## config.mk

```make
export PLATFORM = sky130hd
export DESIGN_NAME = wca_synch_pulse_gen
export DESIGN_NICKNAME = d
export VERILOG_FILES = /design/src/rtl/wca_pulse_pkg.sv /design/src/rtl/wca_phase_timer.sv /design/src/rtl/wca_synch_pulse_gen.sv
export SDC_FILE = /design/constraint.sdc
export NUM_CORES = 1
export LEC_CHECK = 0
export BUFFER_PORTS_ARGS = -buffer_cell sky130_fd_sc_hd__buf_2
export CAP_MARGIN = 20
export CORE_MARGIN = 2
export CORE_UTILIZATION = 30
export DETAILED_ROUTE_END_ITERATION = 8
export SKIP_LAST_GASP = 1
export SLEW_MARGIN = 20
export SYNTH_ARGS = -nofsm -noshare
export SYNTH_HDL_FRONTEND = slang
export SYNTH_SLANG_ARGS = --single-unit
export TNS_END_PERCENT = 5
```

## constraint.sdc

```tcl
create_clock -name clk -period 6.27 [get_ports clk]
set_clock_uncertainty 0.05 [all_clocks]
set_input_delay 0.3135 -clock clk [delete_from_list [all_inputs] [get_ports clk]]
set_output_delay 0.3135 -clock clk [all_outputs]
set_load 0.02 [all_outputs]
```

## src/rtl/wca_pulse_pkg.sv

```systemverilog
// Shared state encoding and length helper for the synchronizing pulse generator.
package wca_pulse_pkg;

    typedef enum logic [1:0] {
        ST_IDLE = 2'd0,
        ST_HIGH = 2'd1,
        ST_LOW  = 2'd2
    } pulse_state_e;

    localparam int LEN_MAX_WIDTH = 32;

    // A programmed length of 0 behaves exactly like a length of 1.
    function automatic logic [LEN_MAX_WIDTH-1:0] clamp_len(input logic [LEN_MAX_WIDTH-1:0] len);
        logic [LEN_MAX_WIDTH-1:0] res;
        if (len == 32'd0) begin
            res = 32'd1;
        end else begin
            res = len;
        end
        return res;
    endfunction

endpackage

```

## src/rtl/wca_phase_timer.sv

```systemverilog
// Loadable down-counter timing one HIGH or LOW phase; zero_o marks the final cycle.
module wca_phase_timer #(
    parameter int CNT_WIDTH = 8
) (
    input  logic                 clk,
    input  logic                 reset_n,
    input  logic                 load_i,
    input  logic [CNT_WIDTH-1:0] load_val_i,
    output logic [CNT_WIDTH-1:0] count_o,
    output logic                 zero_o
);

    logic [CNT_WIDTH-1:0] cnt_q;
    logic [CNT_WIDTH-1:0] cnt_d;

    // Next count: load wins, otherwise count down and hold at zero.
    always_comb begin
        cnt_d = cnt_q;
        if (load_i) begin
            cnt_d = load_val_i;
        end else if (cnt_q != '0) begin
            cnt_d = cnt_q - CNT_WIDTH'(1);
        end else begin
            cnt_d = cnt_q;
        end
    end

    // Counter register.
    always_ff @(posedge clk or negedge reset_n) begin
        if (!reset_n) begin
            cnt_q <= '0;
        end else begin
            cnt_q <= cnt_d;
        end
    end

    assign count_o = cnt_q;
    assign zero_o  = (cnt_q == '0);

endmodule

```

## src/rtl/wca_synch_pulse_gen.sv

```systemverilog
// Stretches event strobes into pulses with programmable high time and low gap.
// Define WCA_PULSE_QUEUE_EN to queue triggers that arrive while a pulse is in progress.
module wca_synch_pulse_gen
    import wca_pulse_pkg::*;
#(
    parameter int CNT_WIDTH  = 8,
    parameter int PEND_WIDTH = 4
) (
    input  logic                  clk,
    input  logic                  reset_n,
    input  logic                  trig,
    input  logic [CNT_WIDTH-1:0]  high_len,
    input  logic [CNT_WIDTH-1:0]  low_len,
    input  logic                  clr_ovf,
    output logic                  out,
    output logic                  busy,
    output logic                  done,
    output logic [PEND_WIDTH-1:0] pending,
    output logic                  overflow
);

    pulse_state_e         state_q, state_d;
    logic [CNT_WIDTH-1:0] low_m1_q, low_m1_d;
    logic                 out_q, busy_q, done_q, ovf_q;
    logic                 done_d, ovf_d;
    logic                 tmr_load_s, tmr_zero_s;
    logic [CNT_WIDTH-1:0] tmr_val_s, tmr_cnt_s;
    logic [CNT_WIDTH-1:0] high_m1_s, low_in_m1_s;
    logic                 ready_s, start_s, loss_s;

    assign high_m1_s   = CNT_WIDTH'(clamp_len(LEN_MAX_WIDTH'(high_len)) - 32'd1);
    assign low_in_m1_s = CNT_WIDTH'(clamp_len(LEN_MAX_WIDTH'(low_len)) - 32'd1);
    assign ready_s     = (state_q == ST_IDLE) || ((state_q == ST_LOW) && tmr_zero_s);

`ifdef WCA_PULSE_QUEUE_EN
    logic [PEND_WIDTH-1:0] pend_q, pend_d;
    logic                  pend_nz_s, deq_s, enq_s, full_s;

    // Queued events are served first; a trig that does not start directly is enqueued.
    assign pend_nz_s = (pend_q != '0);
    assign full_s    = (pend_q == '1);
    assign deq_s     = ready_s && pend_nz_s;
    assign start_s   = ready_s && (trig || pend_nz_s);
    assign enq_s     = trig && !(ready_s && !pend_nz_s);
    assign loss_s    = enq_s && !deq_s && full_s;

    // Pending count: saturating, simultaneous enqueue and dequeue cancel.
    always_comb begin
        pend_d = pend_q;
        if (enq_s && !deq_s && !full_s) begin
            pend_d = pend_q + PEND_WIDTH'(1);
        end else if (deq_s && !enq_s) begin
            pend_d = pend_q - PEND_WIDTH'(1);
        end else begin
            pend_d = pend_q;
        end
    end

    // Pending count register.
    always_ff @(posedge clk or negedge reset_n) begin
        if (!reset_n) begin
            pend_q <= '0;
        end else begin
            pend_q <= pend_d;
        end
    end

    assign pending = pend_q;
`else
    assign start_s = ready_s && trig;
    assign loss_s  = trig && !ready_s;
    assign pending = '0;
`endif

    wca_phase_timer #(.CNT_WIDTH(CNT_WIDTH)) u_timer (
        .clk        (clk),
        .reset_n    (reset_n),
        .load_i     (tmr_load_s),
        .load_val_i (tmr_val_s),
        .count_o    (tmr_cnt_s),
        .zero_o     (tmr_zero_s)
    );

    // Phase sequencing; done is precomputed so it lands on the final LOW cycle.
    always_comb begin
        state_d    = state_q;
        low_m1_d   = low_m1_q;
        tmr_load_s = 1'b0;
        tmr_val_s  = '0;
        done_d     = 1'b0;
        case (state_q)
            ST_IDLE, ST_LOW: begin
                if (ready_s && start_s) begin
                    state_d    = ST_HIGH;
                    tmr_load_s = 1'b1;
                    tmr_val_s  = high_m1_s;
                    low_m1_d   = low_in_m1_s;
                end else if (ready_s) begin
                    state_d = ST_IDLE;
                end else begin
                    done_d = (tmr_cnt_s == CNT_WIDTH'(1));
                end
            end
            ST_HIGH: begin
                if (tmr_zero_s) begin
                    state_d    = ST_LOW;
                    tmr_load_s = 1'b1;
                    tmr_val_s  = low_m1_q;
                    done_d     = (low_m1_q == '0);
                end else begin
                    state_d = ST_HIGH;
                end
            end
            default: begin
                state_d = ST_IDLE;
            end
        endcase
    end

    // A loss in the same cycle as a clear keeps the flag set.
    always_comb begin
        ovf_d = ovf_q;
        if (loss_s) begin
            ovf_d = 1'b1;
        end else if (clr_ovf) begin
            ovf_d = 1'b0;
        end else begin
            ovf_d = ovf_q;
        end
    end

    // State and registered outputs.
    always_ff @(posedge clk or negedge reset_n) begin
        if (!reset_n) begin
            state_q  <= ST_IDLE;
            low_m1_q <= '0;
            out_q    <= 1'b0;
            busy_q   <= 1'b0;
            done_q   <= 1'b0;
            ovf_q    <= 1'b0;
        end else begin
            state_q  <= state_d;
            low_m1_q <= low_m1_d;
            out_q    <= (state_d == ST_HIGH);
            busy_q   <= (state_d != ST_IDLE);
            done_q   <= done_d;
            ovf_q    <= ovf_d;
        end
    end

    assign out      = out_q;
    assign busy     = busy_q;
    assign done     = done_q;
    assign overflow = ovf_q;

endmodule

```

==> out/qor.yml <==
status: "completed"
ios: 28
syn_area_sq_um: 1440
seq_area_frac_synth: 0.384
coreArea_sq_um: 4660
num-nets-final: 207
max_freq_mhz: 410
synthCells: 159
grt_setup_unrepaired: "no"
cts_setup_buffers: 0
period_share: 0.389
most-common-layout-cells: "23 x buf_2, 22 x dfrtp_1, 14 x o21ai_0"
clkSinkCount: 22
setup_violations: 0
path_class: "register to register"
hold_buffers: 1
vias_per_cell: 5.18
antenna_cells: 0
cp_slowest_cell: "a21oi_2"
max_stage_delay_ns: 0.69
rows: 25
drive_above_1_share: 0.188
dieArea_sq_um: 5350
overflow: 0
powerDensity_nw_per_um2: 357
path_cells: "inv_1, ha_1, nor3b_1, and2_1, a21oi_2, nor2_1, a221o_1"
cts_tree: "done"
drt_pass1_iterations: 4
gp_congestion: 0.804
cts-buffers-inserted: 3
worstPathArrival_ns: 2.54
grt_max_degree: 24
min-delay-path-class: "input pin to register"
grt_pass1_vias: 1169
hpwl_um: 2370
yosysWarnings: 0
hold_viol: 0
start_util: 0.308
fin_util: 0.351
antenna_found_initial: 0
vias: 1218
avgSynthCellArea_sq_um: 9.03
path_max_fanout: 23
cp.required_ns: 6.37
clk-insertion-delay-late_ns: 0.27
grt_pass1_wl_um: 5260
ctsHtreeMaxLevel: 1
cp_num_buf_inv: 1
synth-seq-cells: 22
finalCriticalPeriod_ns: 2.44
wl_per_cell_um: 13.0
worstSetupEndpointType: "register"
route.detailed.drc: 0
clock_path_buffers: 2
final_common_cell: "buf_2"
die_w_um: 73.2
yosysTopAreaCell: "dfrtp_1"
chipHeight_um: 73.2
cts_resized: 0
max_slew.worst_pin.slew_ns: 0.843
tns_ns: 0
area_delta_synth_final_pct: 14.0
synthTopCellsByArea: "dfrtp_1 38%, xnor2_1 6.7%, o21ai_0 4.9%"
routed_wl_um: 3050
clk_pin_slew_ns: 0.08
synth_top_area_share: 0.384
vdd_ir_drop_max_uv: 95.3
slew_viol_final: 0
drt_iter0_drc: 81
worst_setup_path_start_kind: "register"
cap_violations: 0
slew_headroom: 0.438
grt_use_total: 0.125
synthDistinctLibCells: 42
port_buffers: 23
cts-root-buf: "clkbuf_8"
p_leak_nw: 0.678
crit_family: "compound AO/OA/AOI/OAI gates"
ant_nets: 0
-- flip-flops by register name, summed over array words and instances, names as in the netlist --
signal and flops:
overflow 1, busy 1, u_timer.count_o 8, out 1
state_q 2, low_m1_q 8, done 1
-- per-layer routing --
metal | vias to the layer above | global-route usage | share of wire
li1 | 613 | - | -
met1 | 566 | 0.164 | 0.45
met2 | 34 | 0.214 | 0.50
met3 | 5 | 0.0124 | 0.030
met4 | 0 | 0.0432 | 0.017
met5 | - | 0 | 0
-- where the power goes --
group          switching [W]  internal [W]
sequential         0.0000614      0.000200
clock              0.0000472     0.0000561
combinational       0.000116      0.000103
total               0.000225      0.000359
-- path summary, 6_finish.rpt --
kind / startpoint / end / slack, ns / cells past startpoint
max in group asynchronous: reset_n / u_timer.count_o[3]$_DFFE_PN0P_ / 5.34 / 2
worst min register to register: low_m1_q[2]$_DFFE_PN0P_ / low_m1_q[2]$_DFFE_PN0P_ / 0.47 / 2
worst max register to register: u_timer.count_o[0]$_DFFE_PN0P_ / u_timer.count_o[2]$_DFFE_PN0P_ / 3.83 / 7
min in group asynchronous: reset_n / overflow$_DFFE_PN0P_ / 0.48 / 2
worst max-delay path: u_timer.count_o[0]$_DFFE_PN0P_ / u_timer.count_o[2]$_DFFE_PN0P_ / 3.83 / 7
worst min-delay path: clr_ovf / overflow$_DFFE_PN0P_ / 0.17 / 2
-- layout make-up --
class | instances | area [sq um]
Inverter | 8 | 30.0
Sequential cell | 22 | 551
Fill cell | 465 | 3020
Multi-Input combinational cell | 123 | 808
Timing Repair Buffer | 24 | 125
Tap cell | 54 | 67.6
Clock buffer | 4 | 55.1
-- metrics by stage --
stage          setup slack [ns]  instances  total power [W]  hold slack, ns  cell area [sq um]
5_1_grt                    3.62        235         0.000631           0.184               1640
3_3_place_gp               3.89        230         0.000484           0.262               1570
3_5_place_dp               3.86        230         0.000485           0.262               1570
4_1_cts                    3.86        235         0.000591           0.168               1640
6_report                   3.83        235         0.000584           0.173               1640
2_1_floorplan              4.08        162         0.000421         -0.0321               1450
-- kinds of logic (layout without fill, tap and decap cells) --
kind of cell             count (synthesis)  in the layout  share of synthesized area
buffers and inverters                   17             36                     0.0610
other                                    1              4                    0.00261
adder cells (fa/ha/maj)                  5              5                     0.0436
XOR/XNOR                                14             14                     0.0854
AND/OR/NAND/NOR                         62             62                      0.241
AO/OA/AOI/OAI                           35             35                      0.160
flip-flops                              22             22                      0.384
multiplexers                             3              3                     0.0218
-- synth_stat cells --
cell	n
and2_1	1
buf_4	4
xnor2_1	11
inv_1	8
nor4_2	1
o21ai_0	14
a21oi_1	5
a22oi_1	2
conb_1	1
or3_1	4
nor2_1	11
a21o_1	1
buf_2	1
o22ai_1	1
mux2i_1	2
nand4_1	2
o221ai_1	1
xor2_1	3
a31oi_1	1
nor2b_1	2
clkbuf_1	3
o2bb2ai_1	1
nand2_2	1
buf_6	1
o41ai_1	2
nor4_1	7
nor3_2	1
nor2_4	1
or4_1	3
a211oi_1	1
nand2b_1	2
a221o_1	3
nand4b_1	1
dfrtp_1	22
a21oi_2	2
nor3_1	8
or4b_1	1
ha_1	5
nand2_1	13
nor3b_1	3
mux2_2	1
o32a_1	1
(Power assumes the default switching activity.)
